==> src/rtl/uart_cmd_rcv.sv <==
// UART command endpoint: assembles 3-byte command frames (cmd, data hi,
// data lo) from the serial link into a parallel command word, and sends
// single-byte responses back over the same link. The 8-bit UART
// transceiver used underneath is included in this file so the block can
// be built on its own.

module UART #(
    parameter int BAUD_DIV = 2604
) (
    input  logic       clk,
    input  logic       rst_n,
    input  logic       RX,
    output logic       TX,
    input  logic [7:0] tx_data,
    input  logic       trmt,
    output logic       tx_done,
    output logic [7:0] rx_data,
    output logic       rx_rdy,
    input  logic       clr_rx_rdy
);
    localparam int BW = $clog2(BAUD_DIV);
    localparam logic [BW-1:0] BAUD_LAST = BW'(BAUD_DIV - 1);
    localparam logic [BW-1:0] BAUD_HALF = BW'(BAUD_DIV / 2 - 1);
    localparam logic [BW-1:0] BAUD_ONE  = BW'(1);

    logic          tx_busy_q;
    logic [BW-1:0] tx_baud_q;
    logic [3:0]    tx_bit_q;
    logic [9:0]    tx_shift_q;
    logic          tx_done_q;

    logic          rx_meta_q;
    logic          rx_sync_q;
    logic          rx_busy_q;
    logic [BW-1:0] rx_baud_q;
    logic [3:0]    rx_bit_q;
    logic [7:0]    rx_shift_q;
    logic [7:0]    rx_data_q;
    logic          rx_rdy_q;

    // Serialise start bit, 8 data bits LSB first and stop bit; the shift
    // register refills with ones so TX rests high between frames.
    always_ff @(posedge clk or negedge rst_n) begin
        if (!rst_n) begin
            tx_busy_q  <= 1'b0;
            tx_baud_q  <= '0;
            tx_bit_q   <= 4'd0;
            tx_shift_q <= '1;
            tx_done_q  <= 1'b0;
        end else begin
            tx_done_q <= 1'b0;
            if (!tx_busy_q) begin
                if (trmt) begin
                    tx_busy_q  <= 1'b1;
                    tx_baud_q  <= BAUD_LAST;
                    tx_bit_q   <= 4'd0;
                    tx_shift_q <= {1'b1, tx_data, 1'b0};
                end
            end else if (tx_baud_q == '0) begin
                tx_baud_q  <= BAUD_LAST;
                tx_shift_q <= {1'b1, tx_shift_q[9:1]};
                if (tx_bit_q == 4'd9) begin
                    tx_busy_q <= 1'b0;
                    tx_done_q <= 1'b1;
                end else begin
                    tx_bit_q <= tx_bit_q + 4'd1;
                end
            end else begin
                tx_baud_q <= tx_baud_q - BAUD_ONE;
            end
        end
    end

    // Two-flop synchroniser for the asynchronous serial input.
    always_ff @(posedge clk or negedge rst_n) begin
        if (!rst_n) begin
            rx_meta_q <= 1'b1;
            rx_sync_q <= 1'b1;
        end else begin
            rx_meta_q <= RX;
            rx_sync_q <= rx_meta_q;
        end
    end

    // Detect the start edge, sample each bit at its centre, and flag a
    // byte only when the stop bit is high.
    always_ff @(posedge clk or negedge rst_n) begin
        if (!rst_n) begin
            rx_busy_q  <= 1'b0;
            rx_baud_q  <= '0;
            rx_bit_q   <= 4'd0;
            rx_shift_q <= 8'h00;
            rx_data_q  <= 8'h00;
            rx_rdy_q   <= 1'b0;
        end else begin
            if (clr_rx_rdy) begin
                rx_rdy_q <= 1'b0;
            end
            if (!rx_busy_q) begin
                if (!rx_sync_q) begin
                    rx_busy_q <= 1'b1;
                    rx_baud_q <= BAUD_HALF;
                    rx_bit_q  <= 4'd0;
                end
            end else if (rx_baud_q == '0) begin
                rx_baud_q <= BAUD_LAST;
                if (rx_bit_q == 4'd0) begin
                    if (rx_sync_q) begin
                        rx_busy_q <= 1'b0;
                    end else begin
                        rx_bit_q <= 4'd1;
                    end
                end else if (rx_bit_q == 4'd9) begin
                    rx_busy_q <= 1'b0;
                    if (rx_sync_q) begin
                        rx_data_q <= rx_shift_q;
                        rx_rdy_q  <= 1'b1;
                    end
                end else begin
                    rx_shift_q <= {rx_sync_q, rx_shift_q[7:1]};
                    rx_bit_q   <= rx_bit_q + 4'd1;
                end
            end else begin
                rx_baud_q <= rx_baud_q - BAUD_ONE;
            end
        end
    end

    assign TX      = tx_shift_q[0];
    assign tx_done = tx_done_q;
    assign rx_data = rx_data_q;
    assign rx_rdy  = rx_rdy_q;

endmodule

module uart_cmd_rcv #(
    parameter int TIMEOUT_CYCLES = 100000,
    parameter int BAUD_DIV       = 2604
) (
    input  logic        clk,
    input  logic        rst_n,
    input  logic        RX,
    output logic        TX,
    output logic [7:0]  cmd,
    output logic [15:0] data,
    output logic        cmd_rdy,
    input  logic        clr_cmd_rdy,
    input  logic [7:0]  resp,
    input  logic        send_resp,
    output logic        resp_sent,
    output logic        tx_busy,
    output logic        frm_err,
    output logic        overrun
);
    localparam int CNT_W = $clog2(TIMEOUT_CYCLES);
    localparam logic [CNT_W-1:0] TO_LAST = CNT_W'(TIMEOUT_CYCLES - 1);
    localparam logic [CNT_W-1:0] CNT_ONE = CNT_W'(1);

    typedef enum logic [1:0] {WAIT_CMD, WAIT_HI, WAIT_LO} rx_state_t;
    typedef enum logic {TX_IDLE, TX_BUSY} tx_state_t;

    rx_state_t        rx_state_q, rx_state_d;
    logic [7:0]       cmd_sh_q,   cmd_sh_d;
    logic [7:0]       hi_sh_q,    hi_sh_d;
    logic [7:0]       cmd_q,      cmd_d;
    logic [15:0]      data_q,     data_d;
    logic             cmd_rdy_q,  cmd_rdy_d;
    logic             overrun_q,  overrun_d;
    logic             frm_err_q,  frm_err_d;
    logic [CNT_W-1:0] to_cnt_q,   to_cnt_d;

    tx_state_t        tx_state_q, tx_state_d;
    logic [7:0]       resp_q,     resp_d;
    logic             resp_sent_q, resp_sent_d;

    logic       rx_rdy;
    logic [7:0] rx_data;
    logic       clr_rx_rdy;
    logic       trmt;
    logic       tx_done;
    logic [7:0] tx_data;
    logic       to_expire;

    UART #(
        .BAUD_DIV (BAUD_DIV)
    ) u_uart (
        .clk        (clk),
        .rst_n      (rst_n),
        .RX         (RX),
        .TX         (TX),
        .tx_data    (tx_data),
        .trmt       (trmt),
        .tx_done    (tx_done),
        .rx_data    (rx_data),
        .rx_rdy     (rx_rdy),
        .clr_rx_rdy (clr_rx_rdy)
    );

    assign to_expire = (to_cnt_q == TO_LAST);

    // Frame assembly, inter-byte timeout and cmd_rdy/overrun flag handling.
    // A completing frame takes priority over a same-cycle acknowledge.
    always_comb begin
        rx_state_d = rx_state_q;
        cmd_sh_d   = cmd_sh_q;
        hi_sh_d    = hi_sh_q;
        cmd_d      = cmd_q;
        data_d     = data_q;
        cmd_rdy_d  = cmd_rdy_q;
        overrun_d  = overrun_q;
        frm_err_d  = 1'b0;
        to_cnt_d   = to_cnt_q;
        clr_rx_rdy = 1'b0;

        if (clr_cmd_rdy) begin
            cmd_rdy_d = 1'b0;
            overrun_d = 1'b0;
        end

        unique case (rx_state_q)
            WAIT_CMD: begin
                to_cnt_d = '0;
                if (rx_rdy) begin
                    clr_rx_rdy = 1'b1;
                    cmd_sh_d   = rx_data;
                    rx_state_d = WAIT_HI;
                end
            end
            WAIT_HI: begin
                if (rx_rdy) begin
                    clr_rx_rdy = 1'b1;
                    hi_sh_d    = rx_data;
                    to_cnt_d   = '0;
                    rx_state_d = WAIT_LO;
                end else if (to_expire) begin
                    cmd_sh_d   = 8'h00;
                    hi_sh_d    = 8'h00;
                    to_cnt_d   = '0;
                    frm_err_d  = 1'b1;
                    rx_state_d = WAIT_CMD;
                end else begin
                    to_cnt_d = to_cnt_q + CNT_ONE;
                end
            end
            WAIT_LO: begin
                if (rx_rdy) begin
                    clr_rx_rdy = 1'b1;
                    cmd_d      = cmd_sh_q;
                    data_d     = {hi_sh_q, rx_data};
                    if (cmd_rdy_q && !clr_cmd_rdy) begin
                        overrun_d = 1'b1;
                    end
                    cmd_rdy_d  = 1'b1;
                    to_cnt_d   = '0;
                    rx_state_d = WAIT_CMD;
                end else if (to_expire) begin
                    cmd_sh_d   = 8'h00;
                    hi_sh_d    = 8'h00;
                    to_cnt_d   = '0;
                    frm_err_d  = 1'b1;
                    rx_state_d = WAIT_CMD;
                end else begin
                    to_cnt_d = to_cnt_q + CNT_ONE;
                end
            end
            default: begin
                rx_state_d = WAIT_CMD;
            end
        endcase
    end

    // Receive-side state and output registers.
    always_ff @(posedge clk or negedge rst_n) begin
        if (!rst_n) begin
            rx_state_q <= WAIT_CMD;
            cmd_sh_q   <= 8'h00;
            hi_sh_q    <= 8'h00;
            cmd_q      <= 8'h00;
            data_q     <= 16'h0000;
            cmd_rdy_q  <= 1'b0;
            overrun_q  <= 1'b0;
            frm_err_q  <= 1'b0;
            to_cnt_q   <= '0;
        end else begin
            rx_state_q <= rx_state_d;
            cmd_sh_q   <= cmd_sh_d;
            hi_sh_q    <= hi_sh_d;
            cmd_q      <= cmd_d;
            data_q     <= data_d;
            cmd_rdy_q  <= cmd_rdy_d;
            overrun_q  <= overrun_d;
            frm_err_q  <= frm_err_d;
            to_cnt_q   <= to_cnt_d;
        end
    end

    // Response launch: one request per transmission, extra requests while
    // busy are dropped. The UART takes the byte directly from resp in the
    // launch cycle.
    always_comb begin
        tx_state_d  = tx_state_q;
        resp_d      = resp_q;
        resp_sent_d = resp_sent_q;
        trmt        = 1'b0;
        tx_data     = resp_q;

        case (tx_state_q)
            TX_IDLE: begin
                if (send_resp) begin
                    resp_d      = resp;
                    tx_data     = resp;
                    trmt        = 1'b1;
                    resp_sent_d = 1'b0;
                    tx_state_d  = TX_BUSY;
                end
            end
            TX_BUSY: begin
                if (tx_done) begin
                    resp_sent_d = 1'b1;
                    tx_state_d  = TX_IDLE;
                end
            end
            default: begin
                tx_state_d = TX_IDLE;
            end
        endcase
    end

    // Transmit-side state registers.
    always_ff @(posedge clk or negedge rst_n) begin
        if (!rst_n) begin
            tx_state_q  <= TX_IDLE;
            resp_q      <= 8'h00;
            resp_sent_q <= 1'b0;
        end else begin
            tx_state_q  <= tx_state_d;
            resp_q      <= resp_d;
            resp_sent_q <= resp_sent_d;
        end
    end

    assign cmd       = cmd_q;
    assign data      = data_q;
    assign cmd_rdy   = cmd_rdy_q;
    assign overrun   = overrun_q;
    assign frm_err   = frm_err_q;
    assign resp_sent = resp_sent_q;
    assign tx_busy   = (tx_state_q == TX_BUSY);

endmodule

==> config.mk <==
export PLATFORM = sky130hd
export DESIGN_NAME = uart_cmd_rcv
export DESIGN_NICKNAME = d
export VERILOG_FILES = /design/src/rtl/uart_cmd_rcv.sv
export SDC_FILE = /design/constraint.sdc
export NUM_CORES = 1
export LEC_CHECK = 0
export BUFFER_PORTS_ARGS = -buffer_cell sky130_fd_sc_hd__buf_2
export CORE_ASPECT_RATIO = 0.6
export CORE_MARGIN = 3
export CORE_UTILIZATION = 35
export DETAILED_ROUTE_END_ITERATION = 8
export PLACE_DENSITY_LB_ADDON = 0.08
export SKIP_LAST_GASP = 1
export SYNTH_ARGS = -nofsm -noshare
export SYNTH_HDL_FRONTEND = slang
export SYNTH_SLANG_ARGS = --single-unit
==> constraint.sdc <==
create_clock -name clk -period 2.4 [get_ports clk]
set_clock_uncertainty 0.2 [all_clocks]
set_input_delay 0.24 -clock clk [delete_from_list [all_inputs] [get_ports clk]]
set_output_delay 0.24 -clock clk [all_outputs]
set_load 0.02 [all_outputs]
==> summary.txt, run 1 <==
STA
  • Min Tclk post-route: about 2.3 ns
  • Fmax: 0.441 GHz
  • Pins Over Slew Limit: 0
  • Endpoints failing setup: 0
  • Fin crit share: 0.945
  • Setup TNS: 0 ns
  • Headroom to the max-slew limit: 0.382
  • Final hold vios: 0
  • Final hold slack: between 0.1 and 0.15 ns
  • RSZ-0062 raised after global routing: no
  • Final WS setup: ~0.13 ns
  • Worst-Margin Slew: between 0.9 and 1 ns

Layout
  • Layout area overhead: 21.9%
  • N_diodes: 0
  • Share of cells above drive strength 1: 0.246
  • Most frequent cells in the layout: 123 x dfrtp_1, 69 x nand2_1, 42 x nor2_1
  • Total Nets Final: ~670
  • Final Util: 0.447
  • Final std cells w/o fill: 883
  • Most common cell after layout, fill and taps aside: dfrtp_1

Floorplanning
  • Cell row count: 36
  • Die W: 176 um
  • Top Ports: between 40 and 50
  • Initial core utilization: 0.367
  • Core footprint: 16600 um2
  • Die ar.: between 15000 and 20000 um2
  • Die height: between 100 and 150 um

Global route
  • Vias in the first global route: between 4000 and 5000
  • Largest net degree at the start of global routing: 56
  • Global-route wire length before repair: between 20000 and 25000 um
  • Initial antenna violation count: 0
  • GRT Total Usage: 0.159
  • Grt ovf: 0

Setup path
  • CP bufs+invs: 1
  • Startpoint types: register
  • Critical path arrival: between 2 and 2.5 ns
  • Critical Path RT: approximately 2.6 ns
  • Reg2Reg Launch Point: to_cnt_q[0]
  • CP Cell Sequence: ha_1, nand3_1, nor4_1, buf_4, a21oi_1, a22o_1
  • Slowest-stage cell, CP: a21oi_1
  • Slowest stage delay, CP: slightly above 0.7 ns
  • CP endpoint kind: register
  • Top delay family on crit path: compound AO/OA/AOI/OAI gates
  • Worst-path maximum fanout: 8
  • Crit path from: to_cnt_q[0]
  • Critical path class: reg -> reg

Min path
  • Type of the most critical hold path: in -> async

Synthesis
  • Yosys cell types: 51
  • Post-synthesis async set-or-reset flop share: 1.00
  • Register area share after synthesis: 0.552
  • Synthesized Nets: about 590
  • Top_reg_cell synth: dfrtp_1
  • Post-synthesis cell area: just over 6000 um2
  • Yosys top cell area share: 0.505
  • Syn_area_per_cell: roughly 11 um2
  • Synth Register Bits: ~130
  • Post-Syn Instances: roughly 570
  • Yosys top cell by area: dfrtp_1
  • Number of flops mapped to enable cells by yosys: 0
  • Synth Warn #: 0
  • Synth top area cells: dfrtp_1 50%, mux2_2 7.6%, dfstp_2 4.7%

Pwr
  • Peak VDD IR: roughly 0.56 mV
  • Leakage: ~0.0035 uW
  • Pwr/cell area: around 730 nW/um2

Route
  • 1st-pass router iterations: 5
  • WL/cell: 15.7 um
  • DRC viols: 0
  • Vias per cell: 5.02
  • Routed WL: ~14000 um
  • Routed Antenna Nets: 0
  • Drt first-iter violations: 256
  • Total number of vias: around 4400

Clock network
  • Clk Latency, worst-skew pair: between 0.4 and 0.5 ns
  • CTS tree: yes
  • H-tree levels: 4
  • Max clock buf depth: 2
  • Sink Count: about 130
  • CTS root buffer: clkbuf_16
  • Clock transition at path regs: roughly 0.060 ns
  • CTS buffer count: 17

Run
  • Max-cap violation count: 0

Run status
  • Status: finished clean

Place
  • Post-Place Cells: approximately 840
  • PortBufs: between 40 and 50
  • Post-DP HPWL: ~9900 um
  • Pre-CTS WS: 0.145 ns
  • Routability cong.: ~0.77
## path summary, 6_finish.rpt
path / endpoint / slack [ns] / depth (start not counted)
worst max-delay path: cmd_sh_q[1] / 0.13 / 6
worst min-delay path: resp_q[6] / 0.13 / 2
worst max register to register: cmd_sh_q[1] / 0.13 / 6
worst min register to register: u_uart.rx_sync_q / 0.16 / 0
max in group asynchronous: u_uart.rx_sync_q / 1.16 / 3
min in group clk: u_uart.rx_sync_q / 0.16 / 0
## area by class of cell
| cell class | instances | area, um2 |
|---|---|---|
| Fill cell | 1563 | 9190 |
| Sequential cell | 134 | 3370 |
| Multi-Input combinational cell | 383 | 2550 |
| Timing Repair Buffer | 81 | 552 |
| Clock buffer | 19 | 443 |
| Tap cell | 228 | 285 |
| Clock inverter | 13 | 138 |
| Inverter | 25 | 93.8 |
## cell usage after synthesis (all sizes together) (2+ instances only)
cell and instances:
inv 25, mux2 41, nor2 42, a21o 2, nand4b 2, or3 4, nor2b 5, o21ai 33
or4 6, nand3b 3, nand3 14, dfrtp 123, and3 4, xor2 9, xnor2 10, dfstp 11
a22oi 10, o22ai 4, nor4 7, ha 14, mux2i 8, a31oi 12, o2bb2ai 9, clkbuf 19
nand4 7, nor3 12, nand2 69, o31ai 6, a21oi 21, nand2b 5, buf 4, a22o 9
o211ai 3
## power by group
group | switching (uW) | total [uW] | internal (uW)
clock | 1070 | 2560 | 1490
sequential | 119 | 2490 | 2370
combinational | 206 | 380 | 174
total | 1400 | 5420 | 4030
## registers in the layout, indices dropped and copies added (netlist names), 2 cells and up
signal             count
cmd                    8
to_cnt_q              17
u_uart.tx_baud_q      12
hi_sh_q                8
data                  16
u_uart.tx_shift_q      9
rx_state_q             2
resp_q                 7
cmd_sh_q               8
u_uart.rx_shift_q      8
u_uart.tx_bit_q        4
u_uart.rx_bit_q        4
u_uart.rx_baud_q      12
u_uart.rx_data         8
## per-layer routing
metal | wire length, um | GRT usage | vias up | part of all wire
li1 | - | - | 2172 | -
met4 | 196 | 0.0605 | 0 | 0.014
met2 | 5450 | 0.212 | 87 | 0.39
met3 | 492 | 0.0404 | 17 | 0.035
met1 | 7730 | 0.244 | 2160 | 0.56
met5 | 0 | 0 | - | 0
## what timing repair did
item | in CTS | in global routing
gates resized for setup | 0 | 2
hold endpoints to repair | 90 | 0
setup buffers | 0 | 0
endpoints found under the setup margin | 0 | 17
hold buffers | 12 | 0
## stage by stage
| stage | total power [uW] | instance area [um2] |
|---|---|---|
| detailed placement | 2900 | 6720 |
| CTS | 5510 | 7420 |
| global route | 5680 | 7430 |
| floorplan | 2740 | 6100 |
| finish | 5420 | 7430 |
| global placement | 2880 | 6720 |
## cells by family after synthesis
kind of cell             Yosys count  synth area share
XOR/XNOR                          19            0.0273
flip-flops                       134             0.552
AND/OR/NAND/NOR                  185             0.150
buffers and inverters             48            0.0306
multiplexers                      49            0.0889
AO/OA/AOI/OAI                    116             0.122
adder cells (fa/ha/maj)           14            0.0287
(Power assumes the default switching activity.)
==> inputs of run 2 (changes only) <==
Clock period 2.4 ns to 2.92 ns, I/O delays scaled along.
==> run 2 against run 1 <==
Net effect: core utilization is 0.58 points lower; flip-flop and latch count stayed put; worst setup slack better by 0.20 ns; critical path depth unchanged; largest power group unchanged.
==> summary.txt, run 2 (synthesized netlist as in run 1, its figures left out) <==
Run status
  • Status: finished clean

Clock network
  • CTS tree: yes
  • CTS buffer count: 17 (unchanged)
  • Max clock buf depth: 2 (unchanged)
  • Clock transition at path regs: 0.06 ns (about the same)
  • Sink Count: 134 (unchanged)
  • Clk Latency, worst-skew pair: 0.41 ns (-0.02 ns)
  • H-tree levels: 4 (unchanged)
  • CTS root buffer: clkbuf_16

Setup path
  • Slowest-stage cell, CP: nor3_1
  • R2R depth: 6 (unchanged)
  • Reg-to-reg endpoint: cmd_sh_q[2]
  • CP bufs+invs: 1 (unchanged)
  • Top delay family on crit path: simple AND/OR/NAND/NOR gates
  • Critical Path RT: 3.02 ns (+0.46 ns)
  • R2R Setup Slk: 0.33 ns (+0.20 ns)
  • Slowest stage delay, CP: 0.77 ns (+0.06 ns)
  • Reg2Reg Launch Point: rx_state_q[0]
  • Startpoint types: register
  • Critical path class: reg -> reg
  • Critical path arrival: 2.69 ns (+0.26 ns)
  • Worst-path maximum fanout: 9 (+1)
  • CP endpoint kind: register
  • CP Cell Sequence: inv_1, ha_1, nor2b_1, nor3_1, a21oi_1, a22o_1

Floorplanning
  • Die W: 176 um (unchanged)
  • Top Ports: 43 (unchanged)
  • Die ar.: 19100 um2 (unchanged)
  • Cell row count: 36 (unchanged)
  • Core footprint: 16600 um2 (unchanged)
  • Initial core utilization: 0.367 (unchanged)
  • Die height: 108 um (unchanged)

STA
  • Pins Over Slew Limit: 0 (unchanged)
  • Setup TNS: 0 ns (unchanged)
  • Worst-Margin Slew: 0.996 ns (+0.0695 ns)
  • RSZ-0062 raised after global routing: no
  • Final hold vios: 0 (unchanged)
  • Final hold slack: 0.155 ns (+0.0268 ns)
  • Fmax: 0.386 GHz (-13%)
  • Min Tclk post-route: 2.59 ns (+0.324 ns)
  • Headroom to the max-slew limit: 0.331 (-0.0514)
  • Fin crit share: 0.888 (-0.0573)
  • Endpoints failing setup: 0 (unchanged)

Layout
  • Total Nets Final: 655 (-2.1%)
  • Most common cell after layout, fill and taps aside: dfrtp_1
  • Biggest register: to_cnt_q
  • Layout area overhead: 20.3%
  • Max reg flops: 17 (unchanged)
  • Share of cells above drive strength 1: 0.226 (-0.0196)
  • Most frequent cells in the layout: 123 x dfrtp_1, 69 x nand2_1, 42 x nor2_1
  • N_diodes: 0 (unchanged)

Route
  • WL/cell: 15.7 um (+0.25%)
  • Total number of vias: 4411 (-0.56%)
  • Routed WL: 13700 um (-1.3%)
  • Routed Antenna Nets: 0 (unchanged)
  • DRC viols: 0 (unchanged)
  • Drt first-iter violations: 216 (-16%)
  • 1st-pass router iterations: 4 (-1)
  • Vias per cell: 5.08 (+1.0%)

Global route
  • Largest net degree at the start of global routing: 60 (+7.1%)
  • Initial antenna violation count: 0 (unchanged)
  • Vias in the first global route: 4275 (-4.3%)
  • Global-route wire length before repair: 22700 um (-3.8%)
  • Grt ovf: 0 (unchanged)
  • GRT Total Usage: 0.150 (-0.00872)

Place
  • Post-DP HPWL: 9510 um (-3.5%)
  • PortBufs: 42 (unchanged)
  • Routability cong.: 0.761 (-1.2%)

Min path
  • Hold Path Origin: u_uart.rx_meta_q
  • Hold path endpoint: u_uart.rx_sync_q
  • Type of the most critical hold path: reg -> reg
  • WHS Path Cells: 0

Pwr
  • Pwr/cell area: 617 nW/um2 (-15%)
  • Peak VDD IR: 0.382 mV (-31%)
  • Leakage: 0.00340 uW (-1.8%)

Run
  • Max-cap violation count: 0 (unchanged)
run 2: power by group:
| part | leakage (uW) | switching, uW | internal (uW) |
|---|---|---|---|
| combinational | 0.00137 | 163 | 131 |
| sequential | 0.00175 | 100 | 1950 |
| clock | 0.000288 | 838 | 1350 |
| total | 0.00340 | 1100 | 3430 |
run 2: layer usage:
metal,GRT usage,part of all wire
met2,0.203,0.39
met5,0,0
met3,0.0358,0.033
met4,0.0504,0.015
met1,0.233,0.56
run 2: worst max-delay path by stage:
stage | startpoint | to | slack (ns) | cells after the start
floorplan | u_uart.rx_baud_q[0] | u_uart.rx_data[0] | 0.64 | 6
global route | rx_state_q[0] | cmd_sh_q[5] | 0.05 | 6
finish | rx_state_q[0] | cmd_sh_q[2] | 0.33 | 6
CTS | rx_state_q[0] | cmd_sh_q[2] | 0.33 | 6
detailed placement | rx_state_q[0] | cmd_sh_q[2] | 0.34 | 6
global placement | u_uart.rx_baud_q[0] | u_uart.rx_shift_q[6] | 0.45 | 6
run 2: final cells by class:
cell class	count	area, um2
repair buffers	67	447
inverters	25	93.8
flip-flops and latches	134	3370
clock buffers	18	429
clock inverters	14	171
well taps	228	285
fillers	1563	9280
multi-input cells	383	2540
run 2: worst reg2reg max path: stages, from the launching register on:
cell	delay (ns)
dfrtp_1	0.37
inv_1	0.09
ha_1	0.25
nor2b_1	0.16
nor3_1	0.77
a21oi_1	0.35
a22o_1	0.28
run 2: timing repair:
| item | in CTS | in global routing |
|---|---|---|
| resized for setup | 0 | 0 |
| endpoints found under the hold margin | 56 | 0 |
| buffers inserted | 0 | 0 |
| hold buffers | 12 | 0 |
run 2: metrics by stage:
step	area (um2)	total power, uW	setup slack, ns	utilization	instances
global placement	6620	2350	0.447	0.398	825
floorplan	6100	2250	0.637	-	565
detailed placement	6620	2370	0.342	0.398	825
finish	7340	4530	0.327	0.441	869
CTS	7340	4600	0.328	0.441	869
global route	7340	4730	0.0476	0.441	869
